[config.mk]
export PLATFORM = sky130hd
export DESIGN_NAME = lcd_bar_ctrl
export DESIGN_NICKNAME = d
export VERILOG_FILES = /design/src/rtl/lcd_pkg.sv /design/src/rtl/lcd_bin2ascii3.sv /design/src/rtl/lcd_bar_ctrl.sv
export SDC_FILE = /design/constraint.sdc
export NUM_CORES = 1
export LEC_CHECK = 0
export CORE_UTILIZATION = 37
export DETAILED_ROUTE_END_ITERATION = 10
export SETUP_SLACK_MARGIN = 0.02
export SLEW_MARGIN = 40
export SYNTH_ARGS = -nofsm -noshare
export SYNTH_HDL_FRONTEND = slang
export SYNTH_SLANG_ARGS = --single-unit
[constraint.sdc]
create_clock -name int_osc -period 5 [get_ports int_osc]
set_input_delay 0.75 -clock int_osc [delete_from_list [all_inputs] [get_ports int_osc]]
set_output_delay 0.75 -clock int_osc [all_outputs]
set_load 0.005 [all_outputs]
[src/rtl/lcd_pkg.sv]
// lcd_pkg: shared state encoding and HD44780 command bytes for the LCD bar-graph controller.
package lcd_pkg;
   typedef enum logic [2:0] {INIT, CFG, IDLE, LATCH, P_POS, P_DIG, V_POS, V_BAR} lcdState_t;
   localparam logic [7:0] CMD_FUNC_SET = 8'h38;
   localparam logic [7:0] CMD_ENTRY    = 8'h06;
   localparam logic [7:0] CMD_DISP_ON  = 8'h0C;
   localparam logic [7:0] CMD_LINE1    = 8'h80;
   localparam logic [7:0] CMD_LINE2    = 8'hC0;
   localparam logic [7:0] ASCII_ZERO   = 8'h30;
endpackage

[src/rtl/lcd_bin2ascii3.sv]
// lcd_bin2ascii3: combinational 8-bit binary to three ASCII decimal digits (double-dabble).
module lcd_bin2ascii3
   import lcd_pkg::*;
(
   input  logic [7:0] bin,
   output logic [7:0] hundreds,
   output logic [7:0] tens,
   output logic [7:0] units
);
   logic [11:0] bcd;
   always_comb begin
      bcd = '0;
      for (int i = 7; i >= 0; i--) begin
         for (int d = 0; d < 3; d++)
            if (bcd[4*d +: 4] > 4'd4) bcd[4*d +: 4] = bcd[4*d +: 4] + 4'd3;
         bcd = {bcd[10:0], bin[i]};
      end
   end
   assign hundreds = ASCII_ZERO + {4'd0, bcd[11:8]};
   assign tens     = ASCII_ZERO + {4'd0, bcd[7:4]};
   assign units    = ASCII_ZERO + {4'd0, bcd[3:0]};
endmodule

[src/rtl/lcd_bar_ctrl.sv]
// lcd_bar_ctrl: HD44780 power-up configuration, then per SPI update draws the channel
// number as three digits on line 1 and the channel value as a bar graph on line 2.
module lcd_bar_ctrl
   import lcd_pkg::*;
#(
   parameter int         VAL_W          = 8,
   parameter int         BAR_COLS       = 16,
   parameter int         INIT_CYCLES    = 800,
   parameter logic [7:0] FULL_CHAR      = 8'hFF,
   parameter logic [7:0] EMPTY_CHAR     = 8'h20,
   parameter bit         SKIP_UNCHANGED = 1'b1
) (
   input  logic             int_osc,
   input  logic             reset,
   input  logic             en,
   input  logic [7:0]       param,
   input  logic [VAL_W-1:0] value,
   input  logic             SPIDone,
   input  logic             dataDone,
   output logic             dataReady,
   output logic             RSin,
   output logic             RWin,
   output logic [7:0]       dataIn,
   output logic             busy
);
   localparam int CW = $clog2(INIT_CYCLES + 1);
   localparam int STEP = (2 ** VAL_W) / BAR_COLS;

   lcdState_t        state, nextState;
   logic [CW-1:0]    initCnt;
   logic [3:0]       idx;
   logic             pending, drawnValid;
   logic [7:0]       curParam, drawnParam;
   logic [VAL_W-1:0] curValue, drawnValue;
   logic [23:0]      digits;
   logic [7:0]       hund, tens, units, curByte;
   logic [VAL_W:0]   thresh;
   logic             barHit, curRs, lastByte, skipNow;

   lcd_bin2ascii3 u_conv (.bin(param), .hundreds(hund), .tens(tens), .units(units));

   // Column thresholds are compared one bit wider than the value so k*STEP never wraps.
   assign thresh  = (VAL_W+1)'(idx) * (VAL_W+1)'(STEP);
   assign barHit  = {1'b0, curValue} > thresh;
   assign curByte = (state == CFG) ? (idx == 4'd0 ? CMD_FUNC_SET : idx == 4'd1 ? CMD_ENTRY : CMD_DISP_ON)
                  : (state == P_POS) ? CMD_LINE1
                  : (state == P_DIG) ? (idx == 4'd0 ? digits[23:16] : idx == 4'd1 ? digits[15:8] : digits[7:0])
                  : (state == V_POS) ? CMD_LINE2
                  : (barHit ? FULL_CHAR : EMPTY_CHAR);
   assign curRs     = (state == P_DIG) || (state == V_BAR);
   assign lastByte  = (state == CFG || state == P_DIG) ? idx == 4'd2
                    : (state == V_BAR) ? idx == 4'(BAR_COLS - 1) : 1'b1;
   assign nextState = (state == CFG) ? IDLE : (state == P_POS) ? P_DIG : (state == P_DIG) ? V_POS
                    : (state == V_POS) ? V_BAR : IDLE;
   assign skipNow   = SKIP_UNCHANGED && drawnValid && param == drawnParam && value == drawnValue;
   assign RWin      = 1'b0;

   always_ff @(posedge int_osc or negedge reset) begin
      if (!reset) begin
         state      <= INIT;
         initCnt    <= '0;
         idx        <= '0;
         pending    <= 1'b0;
         drawnValid <= 1'b0;
         curParam   <= '0;
         curValue   <= '0;
         drawnParam <= '0;
         drawnValue <= '0;
         digits     <= '0;
         dataIn     <= '0;
         dataReady  <= 1'b0;
         RSin       <= 1'b0;
         busy       <= 1'b1;
      end else if (en) begin
         if (SPIDone && state != IDLE && state != LATCH) pending <= 1'b1;
         case (state)
            INIT: begin
               initCnt <= initCnt + CW'(1);
               if (initCnt == CW'(INIT_CYCLES - 1)) state <= CFG;
            end
            IDLE: if (SPIDone || pending) begin
               state <= LATCH;
               busy  <= 1'b1;
            end
            LATCH: begin
               pending  <= SPIDone;
               curParam <= param;
               curValue <= value;
               digits   <= {hund, tens, units};
               if (skipNow) begin
                  state <= IDLE;
                  busy  <= 1'b0;
               end else begin
                  state     <= P_POS;
                  dataIn    <= CMD_LINE1;
                  RSin      <= 1'b0;
                  dataReady <= 1'b1;
               end
            end
            default: if (!dataReady) begin
               dataIn    <= curByte;
               RSin      <= curRs;
               dataReady <= 1'b1;
            end else if (dataDone) begin
               dataReady <= 1'b0;
               idx       <= lastByte ? 4'd0 : idx + 4'd1;
               if (lastByte) begin
                  state <= nextState;
                  busy  <= nextState != IDLE;
               end
               if (lastByte && state == V_BAR) begin
                  drawnValid <= 1'b1;
                  drawnParam <= curParam;
                  drawnValue <= curValue;
               end
            end
         endcase
      end
   end
endmodule

# ---- Word level (Yosys, flattened, before mapping)
# Index checks and enable logic that the tools add are counted.
dict set report classes {
  add_sub_neg 12
  order_cmp 8
  n_eq_ne 21
  n_mux 48
  n_bitwise 3
  reduce_logical 28
}
# cell count
set ops {}
lappend ops {{$mux W8} 9}
lappend ops {{$mux W4} 9}
lappend ops {{$mux W3} 10}
lappend ops {{$add A4 B2 Y4 const B} 5}
lappend ops {{$gt A4 B3 Y1 const B} 5}
lappend ops {{$eq A8 B8 Y1} 2}
lappend ops {{$pmux W8 S2} 1}
lappend ops {{$add A6 B4 Y7 const A} 2}
lappend ops {{$mux W1} 14}
lappend ops {{$eq A3 B3 Y1 const B} 4}
lappend ops {{$reduce_bool A4 Y1} 3}
lappend ops {{$add A10 B1 Y10 const B} 1}
lappend ops {{$eq A10 B10 Y1 const B} 1}
lappend ops {{$ne A3 B2 Y1 const B} 3}
lappend ops {{$pmux W3 S3} 1}
lappend ops {{$reduce_bool A3 Y1} 3}
lappend ops {{$add A3 B2 Y4 const B} 2}
lappend ops {{$gt A8 B8 Y1} 1}
lappend ops {{$ne A2 B2 Y1 const B} 4}
lappend ops {{$reduce_and A4 Y1} 2}
lappend ops {{$add A6 B2 Y7 const A} 1}
lappend ops {{$reduce_and A7 Y1} 1}
lappend ops {{$eq A3 B2 Y1 const B} 2}
lappend ops {{$gt A3 B3 Y1 const B} 2}
lappend ops {{21 further kinds} 32}
dict set report word_totals {
  regBits 86
  inputBits 21
  out_inout_bits 12
}

# ---- Depth between registers and ports, before layout
# Gate-level depths: netlist (run 1).
dict set report depth {
  word_depth 11
  ltp_mapped 23
  depth_no_buf 20
}

# ---- Hierarchy
# From an unflattened synthesis (run 1), not the netlist that was laid out.
dict set report unflattened {
  hier_cells 580
  hier_area_um2 5276.3
}
# module instances cells_per_inst area_each_um2 seq_area_each_um2
set modules_own_cells {}
lappend modules_own_cells {lcd_bar_ctrl 1 438 4234.1 2153.3}
lappend modules_own_cells {lcd_bin2ascii3 1 142 1042.2 0.0}

# ---- Worst setup path before layout (run 1)
# No wires, ideal clock.
dict set report synth_timing {
  path_type {in2reg}
  from {in param[5]}
  to {reg digits[10]}
  setup_time_ns 0.077
  arrival_time_ns 4.669
  required_time_ns 4.923
  path_slack_ns 0.255
  stages 21
  cell_sequence {buf_4 > inv_1 > ha_1 > inv_1 > ha_1 > buf_6 > and2_4 > o311ai_2 > o311a_2 > nand2_1 > nand2_1 > o31ai_1 > ha_1 > clkbuf_1 > a32o_1 > a2111oi_2 > nor2_1 > ha_1 > o32ai_2 > mux2_1 > o21ai_1}
}
dict set report synth_between {
  elab_chain_len 11
  word_cells_on_any_way 22
  cone_classes {add/sub: 8; order compare: 7; mux: 7}
}
# element line_no
set synth_lines {}
lappend synth_lines {{from (decl)} lcd_bar_ctrl.sv:16} ;# input logic [7:0] param,
lappend synth_lines {{$add A3 B2 Y4 / $gt A3 B3 Y1 (equally long branches)} lcd_bin2ascii3.sv:15} ;# if (bcd[4*d +: 4] > 4'd4) bcd[4*d +: 4] = bcd[4*d +: 4] + 4'd3;
lappend synth_lines {{$mux W4 *} lcd_bin2ascii3.sv:15}
lappend synth_lines {{$add A4 B2 Y4 / $gt A4 B3 Y1 (equally long branches)} lcd_bin2ascii3.sv:15}
lappend synth_lines {{$mux W4} lcd_bin2ascii3.sv:15}
lappend synth_lines {{$add A4 B2 Y4 / $gt A4 B3 Y1 (equally long branches)} lcd_bin2ascii3.sv:15}
lappend synth_lines {{$mux W4} lcd_bin2ascii3.sv:15}
lappend synth_lines {{$add A4 B2 Y4 (tied with other cells)} lcd_bin2ascii3.sv:15}
lappend synth_lines {{$mux W4} lcd_bin2ascii3.sv:15}
lappend synth_lines {{$add A4 B2 Y4 / $gt A4 B3 Y1 (equally long branches)} lcd_bin2ascii3.sv:15}
lappend synth_lines {{$mux W4} lcd_bin2ascii3.sv:15}
lappend synth_lines {{$add A6 B4 Y7 *} lcd_bin2ascii3.sv:20} ;# assign tens = ASCII_ZERO + {4'd0, bcd[7:4]};
lappend synth_lines {{to (signal assigned)} lcd_bar_ctrl.sv:89} ;# digits <= {hund, tens, units};
lappend synth_lines {{to (decl)} lcd_bar_ctrl.sv:35} ;# logic [23:0] digits;
# Mark *: on every way between the ends. The rest lies on a longest branch, timed or not.
# A chain may end at the register's enable or synchronous reset.

# ---- Worst setup path in the final report (run 1)
# Same ends and word-level chain as after synthesis.

==> results of run 1 <==
[flip-flops by register name (all words and copies together) (netlist names)]
signal	cells
curParam	8
state	3
drawnValid	1
dataReady	1
RSin	1
digits	10
initCnt	10
busy	1
drawnParam	8
dataIn	8
pending	1
curValue	8
drawnValue	8
idx	4
[cell families (layout without fill, tap and decap cells)]
family	count (synthesis)	count (layout)	synth area share
buf+inv	49	85	0.0492
xor+xnor	28	28	0.0582
other cells	1	1	0.000839
mux	32	32	0.0786
flops	72	72	0.403
simple gates	175	175	0.195
fa+ha+maj	16	16	0.0448
compound gates	107	107	0.170
[critical path, delay by kind of cell]
kind	cells	cell delay [ps]
mux	1	360
buf+inv	4	780
xor+xnor	1	200
fa+ha+maj	4	930
simple gates	3	330
compound gates	7	1550
[per-layer routing]
layer,track usage,vias to the layer above,share of wire
met5,0,-,0
met4,0.0471,0,0.013
met3,0.0419,13,0.037
met2,0.267,59,0.46
met1,0.227,1712,0.49
li1,-,1767,-
[timing repair]
action | 4_1_cts | 5_1_grt
hold buffers | 0 | 0
endpoints found under the hold margin | 0 | 0
setup endpoints to repair | 0 | 3
gates resized for setup | 0 | 3
buffers inserted | 0 | 0
[placed cells by master, fill, tap and decap left out, types with 4 or more instances in the layout]
cell type / instances
buf_4: 16
o21ai_0: 23
mux2i_1: 7
o211ai_1: 5
xor2_1: 5
a31oi_1: 9
o22ai_1: 4
nor2_1: 31
nand2b_1: 6
mux2_2: 23
nor3_1: 12
o31ai_1: 5
or2_2: 5
inv_1: 22
nand2_1: 64
clkdlybuf4s50_1: 30
a21oi_1: 23
dfrtp_1: 71
nor2b_1: 5
nand3_1: 12
o21a_1: 4
and2_1: 7
ha_1: 16
clkbuf_16: 9
xnor2_1: 21
nand4_1: 9
[where the power goes]
part           leakage [nW]  switching, mW  internal, mW  total [mW]
clock                 0.123          0.239         0.329       0.568
sequential            0.926          0.199         0.765       0.964
combinational          1.19          0.526         0.458       0.984
total                  2.24          0.964          1.55        2.52
[path summary, 6_finish.rpt]
kind	slack (ps)	from	cells after the start	to
worst min-delay path	380	reset	1	initCnt[6]
min in group int_osc	460	drawnValid	1	drawnValid
worst max-delay path	340	param[5]	20	digits[10]
max in group asynchronous	3580	reset	2	drawnValue[4]
worst min register to register	460	drawnValid	1	drawnValid
worst max register to register	2090	idx[0]	7	dataIn[4]
[final cells by class]
type / instances / area share
Clock buffer: 9 / 0.0430
Clock inverter: 6 / 0.00717
Inverter: 23 / 0.0165
Multi-Input combinational cell: 359 / 0.473
Sequential cell: 72 / 0.345
Tap cell: 143 / 0.0342
Timing Repair Buffer: 47 / 0.0813
==> flow_summary.yaml, run 1 <==
finish:
  area_growth_pct: 17.0
  layout-drive-gt1-share: 0.161
  n_fill_cell: 1161
  fin_nets: 549
  fin_util: 0.451
  final-seq-area_um2: 1800
  multiInputGateArea_um2: 2480
  layout.cells.non_filler: 659
  insertedDiodeCount: 0
  design_area_um2: 5230
timing:
  finalClockSkew_ps: 8.93
  fin_crit_sh: 0.931
  relSlewSlack: 0.496
  hold_violations: 0
  worst_slew_pin_slew_ps: 756
  setup_violations: 0
  maxSlewViolCount: 0
  timing.final.ws_setup_ps: 344
  min_period_ps: 4660
  max_freq_mhz: 215
  fin_setup_tns_ps: 0
  rsz0062_at_grt: "false"
  hold_slack_ps: 382
power:
  power_density_nw_per_um2: 481
  p_leak_nw: 2.24
  p_total_mw: 2.52
  ir_worst_vdd_v: 0.000205
global_route:
  grt_usage: 0.168
  grt_pass1_wl_mm: 16.9
  grt_overflow: 0
  grt_max_degree: 51
  antenna_found_initial: 0
  grt_pass1_vias: 3498
die:
  core_um2: 11600
  std_cell_rows: 39
  start_util: 0.385
  die_h_um: 112
  pin_count: 33
  dieArea_um2: 12500
  die_w_um: 112
critical_path:
  cpMostUsedCell: "ha_1"
  arrival_ps: 4920
  worst_path_largest_cell_delay_ps: 480
  cp.required_ps: 5260
  end_kind: "flip-flop"
  worstPathCellList: "clkdlybuf4s50_1 > inv_1 > ha_1 > inv_1 > ha_1 > buf_4 > xor2_2 > o22ai_1 > a2bb2oi_2 > nand2_1 > nand2_1 > o31ai_1 > ha_1 > a32o_1 > a2111oi_4 > nor2_1 > ha_1 > o32ai_2 > mux2_1 > o21ai_1"
  critPathKind: "in2reg"
  crit_slowest_cell: "clkdlybuf4s50_1"
  start_kind: "input pin"
  worstPathMaxFanout: 7
logic_synthesis:
  synth_commonest_cells: "dfrtp_1 (71), nand2_1 (64), nor2_1 (31)"
  avgSynthCellArea_um2: 9.32
  synthTopCellsByArea: "dfrtp_1 (40%), mux2_2 (5.8%), nand2_1 (5.4%)"
  synth-edff-count: 0
  synth.largest_area_cell: "dfrtp_1"
  synth_sequential_area_ratio: 0.403
  syn_inst: 480
  synth_flop_cell: "dfrtp_1"
  synth_top_area_share: 0.397
  synth_async_sr_flop_share: 1.00
  syn_nets: 517
  yosys.cell_types.count: 73
  syn_area_um2: 4470
  synth_most_common_cell: "dfrtp_1"
  ys_ff_latch: 72
  ys_warn_count: 0
placement:
  place_congestion: 0.853
  postPlaceCellArea_um2: 4940
  place_inst: 644
  dp_slack_ps: -60.3
  io_buffers: 31
  detailed_place_hpwl_mm: 6.95
clock_tree:
  cts_tree: "yes"
  cts_root_buf: "clkbuf_16"
  clk_latency_ps: 340
  numCtsBuffers: 9
  clockBufferDepth: 2
  clk_pin_slew_worst_paths_ps: 60
  cts_max_level: 3
  clock_sinks: 72
route:
  totalWireLength_mm: 9.74
  drt_iter0_drc: 211
  vias_per_cell: 5.39
  via_count: 3551
  drc: 3
  avgRoutedWirePerCell_um: 14.8
  postRouteAntennaNets: 0
  dr.pass1.iters: 7
outcome:
  status: "finished, violations left"
  violations: "DRC"
min_path:
  holdCritPathClass: "in2async"
flow_run:
  maxCapViolCount: 0
No activity file was read; power rests on OpenSTA's default activity.
==> run 2: changes to the inputs <==
Settings changed: ABC_CLOCK_PERIOD_IN_PS set to 5000.
==> results of run 2 <==
No change in the layout: final DEF, timing and power equal those of run 1.
==> run 3: changes to the inputs <==
Settings changed: CTS_CLUSTER_DIAMETER set to 50.
==> results of run 3 <==
No change in the layout: final DEF, timing and power equal those of run 1.
